$ cat src/rtl/idt_clk_programmer.sv
// Serial programming engine for the IDT clock synthesizer: shifts a 24-bit word MSB first, strobes it, reports done.
// Build macro IDT_PROG_LOCK_WAIT_EN adds a LOCK_CYCLES PLL settle wait between the strobe and done.
module idt_clk_programmer #(
    parameter int CLK_DIV     = 4,
    parameter int LOCK_CYCLES = 1000000
) (
    input  logic       clk,
    input  logic       reset,
    input  logic [6:0] cfg_r,
    input  logic [8:0] cfg_v,
    input  logic [2:0] cfg_s,
    input  logic [1:0] cfg_f,
    input  logic       cfg_ttl,
    input  logic [1:0] cfg_c,
    input  logic       start,
    output logic       busy,
    output logic       done,
    output logic       locked,
    output logic       idt_sclk,
    output logic       idt_data,
    output logic       idt_strobe
);

    localparam int STROBE_LEN = 2 * CLK_DIV;
`ifdef IDT_PROG_LOCK_WAIT_EN
    localparam int MAX_CNT = (LOCK_CYCLES > STROBE_LEN) ? LOCK_CYCLES : STROBE_LEN;
`else
    localparam int MAX_CNT = STROBE_LEN;
`endif
    localparam int CW = $clog2(MAX_CNT) + 1;

    localparam logic [CW-1:0] DIV_LAST    = CW'(CLK_DIV - 1);
    localparam logic [CW-1:0] STROBE_LAST = CW'(STROBE_LEN - 1);
`ifdef IDT_PROG_LOCK_WAIT_EN
    localparam logic [CW-1:0] LOCK_LAST   = CW'(LOCK_CYCLES - 1);
`endif

    if (CLK_DIV < 1 || LOCK_CYCLES < 1) begin : g_param_check
        $error("idt_clk_programmer: CLK_DIV and LOCK_CYCLES must be at least 1");
    end

    typedef enum logic [2:0] {
        S_IDLE,
        S_BIT_LO,
        S_BIT_HI,
        S_GAP,
        S_STROBE,
`ifdef IDT_PROG_LOCK_WAIT_EN
        S_LOCK_WAIT,
`endif
        S_DONE
    } state_t;

    state_t        state, state_n;
    logic [CW-1:0] cnt, cnt_n;
    logic [4:0]    idx, idx_n;
    logic [23:0]   shreg, shreg_n;
    logic          locked_n;
    logic          busy_n, done_n, sclk_n, data_n, strobe_n;

    // NOTE: every variable gets a default before the case so no path leaves it unassigned (no latches).
    always_comb begin
        state_n  = state;
        cnt_n    = cnt + CW'(1);
        idx_n    = idx;
        shreg_n  = shreg;
        locked_n = locked;

        case (state)
            S_IDLE: begin
                cnt_n = '0;
                if (start) begin
                    state_n  = S_BIT_LO;
                    shreg_n  = {cfg_c, cfg_ttl, cfg_f, cfg_s, cfg_v, cfg_r};
                    idx_n    = 5'd23;
                    locked_n = 1'b0;
                end
            end
            S_BIT_LO: begin
                if (cnt == DIV_LAST) begin
                    state_n = S_BIT_HI;
                    cnt_n   = '0;
                end
            end
            S_BIT_HI: begin
                if (cnt == DIV_LAST) begin
                    cnt_n = '0;
                    if (idx == 5'd0) begin
                        state_n = S_GAP;
                    end else begin
                        state_n = S_BIT_LO;
                        idx_n   = idx - 5'd1;
                        shreg_n = {shreg[22:0], 1'b0};
                    end
                end
            end
            S_GAP: begin
                if (cnt == DIV_LAST) begin
                    state_n = S_STROBE;
                    cnt_n   = '0;
                end
            end
            S_STROBE: begin
                if (cnt == STROBE_LAST) begin
                    cnt_n = '0;
`ifdef IDT_PROG_LOCK_WAIT_EN
                    state_n = S_LOCK_WAIT;
`else
                    state_n = S_DONE;
`endif
                end
            end
`ifdef IDT_PROG_LOCK_WAIT_EN
            S_LOCK_WAIT: begin
                if (cnt == LOCK_LAST) begin
                    state_n = S_DONE;
                    cnt_n   = '0;
                end
            end
`endif
            S_DONE: begin
                state_n = S_IDLE;
                cnt_n   = '0;
            end
            default: begin
                state_n = S_IDLE;
                cnt_n   = '0;
            end
        endcase

        if (state_n == S_DONE) locked_n = 1'b1;

        // Outputs are decoded from the next state so they can be registered without adding latency.
        busy_n   = (state_n != S_IDLE) && (state_n != S_DONE);
        done_n   = (state_n == S_DONE);
        sclk_n   = (state_n == S_BIT_HI);
        data_n   = ((state_n == S_BIT_LO) || (state_n == S_BIT_HI)) && shreg_n[23];
        strobe_n = (state_n == S_STROBE);
    end

    // NOTE: sequential state uses non-blocking assignments so all registers update from the same pre-edge values.
    always_ff @(posedge clk) begin
        if (reset) begin
            state      <= S_IDLE;
            cnt        <= '0;
            idx        <= '0;
            shreg      <= '0;
            locked     <= 1'b0;
            busy       <= 1'b0;
            done       <= 1'b0;
            idt_sclk   <= 1'b0;
            idt_data   <= 1'b0;
            idt_strobe <= 1'b0;
        end else begin
            state      <= state_n;
            cnt        <= cnt_n;
            idx        <= idx_n;
            shreg      <= shreg_n;
            locked     <= locked_n;
            busy       <= busy_n;
            done       <= done_n;
            idt_sclk   <= sclk_n;
            idt_data   <= data_n;
            idt_strobe <= strobe_n;
        end
    end

endmodule

$ cat config.mk
export PLATFORM = sky130hd
export DESIGN_NAME = idt_clk_programmer
export DESIGN_NICKNAME = d
export VERILOG_FILES = /design/src/rtl/idt_clk_programmer.sv
export SDC_FILE = /design/constraint.sdc
export NUM_CORES = 1
export LEC_CHECK = 0
export CAP_MARGIN = 40
export CORE_AREA = 2 2 90 92
export DETAILED_ROUTE_END_ITERATION = 10
export DIE_AREA = 0 0 92 94
export HOLD_SLACK_MARGIN = 0.1
export PLACE_DENSITY = 0.48
export SLEW_MARGIN = 20
export SYNTH_ARGS = -nofsm -noshare
export SYNTH_HDL_FRONTEND = slang
export SYNTH_SLANG_ARGS = --single-unit
$ cat constraint.sdc
create_clock -name clk -period 2.5 [get_ports clk]
set_clock_uncertainty 0.05 [all_clocks]
set_input_delay 0.25 -clock clk [delete_from_list [all_inputs] [get_ports clk]]
set_output_delay 0.25 -clock clk [all_outputs]
set_load 0.05 [all_outputs]
==> metrics.md, run 1 <==
| Metric | Value |
|---|---|
| Status | `completed` |
| I/O pins | `33` |
| Slew HR | `0.6613` |
| IO buf count | `32` |
| Hold-fix buffers, CTS | `0` |
| Die W | `a little over 90 um` |
| Layout cells sized above 1 | `0.08268` |
| TNS Setup | `0 ns` |
| Met3 wire len | `between 150 and 200 um` |
| Post-synth EDFFs | `0` |
| Post-CTS Setup Inserts | `0` |
| DRC | `0` |
| Wire length per cell | `12.04 um` |
| Achievable Freq | `around 470 MHz` |
| Peak supply drop | `around 210 uV` |
| Synth warn | `0` |
| Cell variety after synth | `37` |
| CP max FO | `4` |
| Number of CTS-inserted buffers | `5` |
| Power Dens Cells | `555.7 nW/um^2` |
| Hold WC Path Type | `reg -> reg` |
| GRT Total Usage | `0.1028` |
| Critical path endpoint category | `flip-flop` |
| Synth Net Count | `254` |
| Final Critical Period | `2.145 ns` |
| Cell Area, Synth | `1882 sq um` |
| Reg clk slew, reported paths | `~0.090 ns` |
| Sequential cell area | `between 800 and 900 sq um` |
| Initial DRC count | `120` |
| Post-Route M1 WL | `~2.1 mm` |
| Synthesis-to-finish area growth | `27.73%` |
| Diodes inserted | `0` |
| WP data arrival | `2.30 ns` |
| Yosys top cell area share | `0.4468` |
| Vias in the first global route | `approximately 1500` |
| CTS sink cnt | `42` |
| TritonCTS clock tree | `built` |
| Initial core utilization | `0.2474` |
| Post-place setup slack | `between 0.3 and 0.4 ns` |
| Root Driver | `clkbuf_8` |
| Multi-input gate area | `~950 sq um` |
| Hold Fails Final Rpt | `0` |
| DR vias | `around 1600` |
| Slew Limit Fails | `0` |
| Post-synthesis sequential area ratio | `0.4468` |
| Period utilisation layout | `0.8579` |
| Asr flop ratio synth | `0` |
| WS Path Type | `reg -> reg` |
| Grt total ovfl | `0` |
| Die height | `approximately 94 um` |
| Final wirelength | `~4.3 mm` |
| Ys flop type | `dfxtp_1` |
| Critical path launch point type | `flip-flop` |
| Synth top cells by count | `nand2_1 (50), dfxtp_1 (42), nor2_1 (36)` |
| FILL cells | `slightly above 800` |
| Top cells by area, synth | `dfxtp_1 (45%), a311oi_1 (12%), nand2_1 (10%)` |
| Post-Syn Area per Cell | `8.401 sq um` |
| H-tree Lvls | `2` |
| Core box area | `approximately 7600 sq um` |
| Final worst setup slack | `~0.36 ns` |
| Initial antenna violation count | `0` |
| DR top layer | `met4` |
| Worst Tran Pin Value | `0.5065 ns` |
| DR WL met2 | `~1.9 mm` |
| Drt first pass iters | `4` |
| Max Cap Viol | `0` |
| Die area | `~8600 sq um` |
| Post-CTS Resized | `0` |
| Number of synthesized register bits | `42` |
| RSZ-0062 raised after global routing | `no` |
| Bufs on Longest Clock Path | `2` |
| Nets | `about 280` |
| Reg2Reg Setup Slack | `0.36 ns` |
| Largest net degree at the start of global routing | `39` |
| FP Rows | `32` |
| Avg Vias per Cell | `between 4 and 5` |
| Post-Syn Instances | `between 200 and 250` |
| Final HPWL DP | `roughly 2.8 mm` |
| Cell with the most instances after synthesis | `nand2_1` |
| Antenna-violating nets left | `0` |
| Clk_lat worst skew | `roughly 0.3 ns` |
| P_leak | `between 0.9 and 1 nW` |
| RD Place Congestion | `just under 0.7` |
| Final Setup Violations | `0` |
| First-pass GRT wire length | `a little over 7 mm` |
| Top cell type by total area after synthesis | `dfxtp_1` |
| Worst Path Required | `approximately 2.7 ns` |
[critical path, stage by stage (launching register included)]
cell and delay, ns:
dfxtp_1 0.35, inv_1 0.08, ha_1 0.14, or4b_4 0.47, o211a_1 0.22, or3_4 0.37, xnor2_1 0.13, nor4b_1 0.24
[kinds of logic after synthesis]
family,count (synthesis),synth area share
AO/OA/AOI/OAI,43,0.1822
XOR/XNOR,5,0.02328
adder cells (fa/ha/maj),3,0.01995
buffers and inverters,19,0.04654
flip-flops,42,0.4468
AND/OR/NAND/NOR,112,0.2812
[final cells by class]
class | instances | share of cell area
Multi-Input combinational cell | 163 | 0.3967
Tap cell | 102 | 0.05310
Clock buffer | 5 | 0.02863
Sequential cell | 42 | 0.3498
Clock inverter | 3 | 0.009891
Inverter | 3 | 0.004685
Timing Repair Buffer | 38 | 0.1572
[sequential cells by signal, indices dropped and copies added (netlist names)]
register	count
done	1
state	3
locked	1
idt_sclk	1
cnt	4
busy	1
idt_strobe	1
idx	5
shreg	24
idt_data	1
[report_power, final]
part	switching, mW	internal [mW]
sequential	0.0205	0.701
combinational	0.0779	0.0836
clock	0.253	0.200
total	0.352	0.984
[final timing paths]
kind | from | endpoint | cells after the start
setup / recovery | idx[0] | idt_data | 7
hold / removal | cnt[0] | cnt[0] | 1
setup reg to reg | idx[0] | idt_data | 7
hold reg to reg | cnt[0] | cnt[0] | 1
[metal layers]
metal,vias up,track usage
met3,4,0.02729
met1,755,0.1297
met4,0,0.04104
met5,-,0
met2,20,0.1673
li1,842,-
[metrics by stage]
step | hold WS (ns) | utilization | area [sq um] | power, mW | cells
after floorplan | 0.3360 | - | 1882 | 0.8257 | 224
after global placement | 0.3828 | 0.3038 | 2311 | 0.8992 | 348
after detailed placement | 0.3876 | 0.3038 | 2311 | 0.8999 | 348
after CTS | 0.3996 | 0.3160 | 2404 | 1.360 | 356
after global routing | 0.4331 | 0.3160 | 2404 | 1.410 | 356
final | 0.3977 | 0.3160 | 2404 | 1.336 | 356
[layout by cell type, fill, tap and decap left out, types with 2 or more instances in the layout]
cell / count
nand2b_1: 2
nand3b_1: 2
a311oi_1: 25
xor2_1: 2
buf_4: 5
clkdlybuf4s50_1: 32
and3_1: 2
dfxtp_1: 42
inv_1: 3
a211oi_1: 2
nor2b_1: 3
nand3_1: 3
clkbuf_8: 5
nor2_1: 36
nor3_1: 3
ha_1: 3
nand2_1: 50
xnor2_1: 3
nor4b_1: 2
and2_1: 2
clkinvlp_4: 2
a21oi_1: 8
(Power assumes the default switching activity.)
==> run 2, diff against run 1 <==
- CORE_AREA: 2 2 90 92 -> 2 2 68 70
- DIE_AREA: 0 0 92 94 -> 0 0 70 72
- PLACE_DENSITY: 0.48 -> 0.73
==> metrics.md, run 2 (synthesized netlist as in run 1, its figures left out) <==
| Metric | Value |
|---|---|
| Final std cells w/o fill | `305 (was 356)` |
| R2r startpoint | `idx[0] (unchanged)` |
| Die height | `72 um (was 94 um)` |
| Worst Hold Margin | `0.4082 ns (was 0.3977 ns)` |
| Post-CTS Resized | `0 (unchanged)` |
| RD Place Congestion | `0.8261 (was 0.6827)` |
| Sequential cell area | `840.8 sq um (unchanged)` |
| Final worst setup slack | `0.3488 ns (was 0.3553 ns)` |
| TritonCTS clock tree | `built (unchanged)` |
| WS Path Type | `reg -> reg (unchanged)` |
| I/O pins | `33 (unchanged)` |
| Initial antenna violation count | `0 (unchanged)` |
| Period utilisation layout | `0.8605 (was 0.8579)` |
| Max reg flops | `24 (unchanged)` |
| Biggest register | `shreg (unchanged)` |
| Final HPWL DP | `2.443 mm (was 2.777 mm)` |
| Multi-input gate area | `953.4 sq um (unchanged)` |
| Initial core utilization | `0.4413 (was 0.2474)` |
| P_leak | `0.9054 nW (was 0.9035 nW)` |
| Worst Tran Pin Value | `0.5130 ns (was 0.5065 ns)` |
| Nets | `282 (was 283)` |
| Placed Cells | `297 (was 348)` |
| Hold WC Path Type | `reg -> reg (unchanged)` |
| Reg clk slew, reported paths | `0.08 ns (was 0.09 ns)` |
| FP Rows | `24 (was 32)` |
| Grt total ovfl | `0 (unchanged)` |
| H-tree Lvls | `2 (unchanged)` |
| Status | `completed (unchanged)` |
| Final Setup Violations | `0 (unchanged)` |
| Worst Path Required | `2.65 ns (about the same)` |
| IO buf count | `32 (unchanged)` |
| Max Cap Viol | `0 (unchanged)` |
| Critical path launch point type | `flip-flop (unchanged)` |
| Top flop regs | `shreg: 24 flops, idx: 5 flops, cnt: 4 flops (unchanged)` |
| Root Driver | `clkbuf_8 (unchanged)` |
| TNS Setup | `0 ns (unchanged)` |
| Layout cells sized above 1 | `0.07510 (was 0.08268)` |
| CP max FO | `45 (was 4)` |
| Post-CTS Setup Inserts | `0 (unchanged)` |
| Avg Vias per Cell | `5.275 (was 4.553)` |
| GRT Total Usage | `0.1553 (was 0.1028)` |
| Critical path endpoint category | `flip-flop (unchanged)` |
| Number of CTS-inserted buffers | `5 (unchanged)` |
| WHS Path Cells | `1 (unchanged)` |
| Overall power | `1.405 mW (was 1.336 mW)` |
| Fin util | `0.5484 (was 0.3160)` |
| Final wirelength | `3.827 mm (was 4.286 mm)` |
| Peak supply drop | `349.2 uV (was 212.8 uV)` |
| Clk_lat worst skew | `0.29 ns (was 0.30 ns)` |
| Setup crit end | `shreg[6] (was idt_data)` |
| DR vias | `1609 (was 1621)` |
| WP data arrival | `2.30 ns (about the same)` |
| Final Critical Period | `2.151 ns (was 2.145 ns)` |
| FILL cells | `405 (was 824)` |
| Die area | `5040 sq um (was 8648 sq um)` |
| Slew HR | `0.6569 (was 0.6613)` |
| Antenna-violating nets left | `0 (unchanged)` |
| RSZ-0062 raised after global routing | `no (unchanged)` |
| Crit path launch | `idx[0] (unchanged)` |
| Fin area | `2338 sq um (was 2404 sq um)` |
| Die W | `70 um (was 92 um)` |
| First-pass GRT wire length | `6.389 mm (was 7.189 mm)` |
| Vias in the first global route | `1436 (was 1505)` |
| R2R Path End | `shreg[6] (was idt_data)` |
| Most common cell after layout, fill and taps aside | `nand2_1 (unchanged)` |
| Core box area | `4264 sq um (was 7607 sq um)` |
| DRC | `0 (unchanged)` |
| Wire length per cell | `12.55 um (was 12.04 um)` |
| Drt first pass iters | `4 (unchanged)` |
| Achievable Freq | `464.9 MHz (was 466.3 MHz)` |
| Reg2Reg Setup Slack | `0.35 ns (was 0.36 ns)` |
| Hold Fails Final Rpt | `0 (unchanged)` |
| Slew Limit Fails | `0 (unchanged)` |
| Power Dens Cells | `601.0 nW/um^2 (was 555.7 nW/um^2)` |
| CTS sink cnt | `42 (unchanged)` |
| Placed Area | `2228 sq um (was 2311 sq um)` |
| Commonest non-fill, non-tap cells in the layout | `nand2_1 (50), dfxtp_1 (42), nor2_1 (36), clkdlybuf4s50_1 (32), a311oi_1 (25) (unchanged)` |
| Largest net degree at the start of global routing | `46 (was 39)` |
| Diodes inserted | `0 (unchanged)` |
| Bufs on Longest Clock Path | `2 (unchanged)` |
| Initial DRC count | `101 (was 120)` |
| Synthesis-to-finish area growth | `24.27% (was 27.73%)` |
| Post-place setup slack | `0.3680 ns (was 0.3740 ns)` |
| Hold-fix buffers, CTS | `0 (unchanged)` |
| R2R cell count | `7 (unchanged)` |
run 2: worst min path at each step:
| stage | slack [ns] | start | end |
|---|---|---|---|
| 3_5_place_dp | 0.39 | cnt[0] | cnt[0] |
| 6_report | 0.41 | cnt[0] | cnt[0] |
| 3_3_place_gp | 0.39 | cnt[0] | cnt[0] |
| 4_1_cts | 0.41 | cnt[0] | cnt[0] |
| 2_1_floorplan | 0.34 | cfg_r[0] | shreg[0] |
| 5_1_grt | 0.45 | cnt[0] | cnt[0] |
run 2: critical path: stages, from the launching register on:
cell	delay, ns
dfxtp_1	0.34
inv_1	0.09
ha_1	0.13
or4b_4	0.47
nand3_1	0.20
buf_4	0.41
nor2_1	0.09
a311oi_1	0.27
run 2: layout make-up:
class / instances / share of cell area
Tap cell: 52 / 0.02782
Sequential cell: 42 / 0.3596
Multi-Input combinational cell: 163 / 0.4077
Inverter: 3 / 0.004815
Timing Repair Buffer: 37 / 0.1530
Clock buffer: 6 / 0.03103
Clock inverter: 2 / 0.01605
run 2: metal layers:
metal | routed length [um] | track usage | vias to the layer above
li1 | - | - | 840
met1 | 1889 | 0.2069 | 731
met2 | 1719 | 0.2508 | 34
met3 | 174 | 0.03611 | 4
met4 | 43 | 0.05128 | 0
met5 | 0 | 0 | -
run 2: power by group:
group          total, mW  switching [mW]  internal (mW)  leakage, nW
clock network      0.528           0.230          0.298       0.0514
registers          0.722          0.0212          0.701        0.344
logic              0.155          0.0744         0.0811        0.510
total               1.41           0.326           1.08        0.905
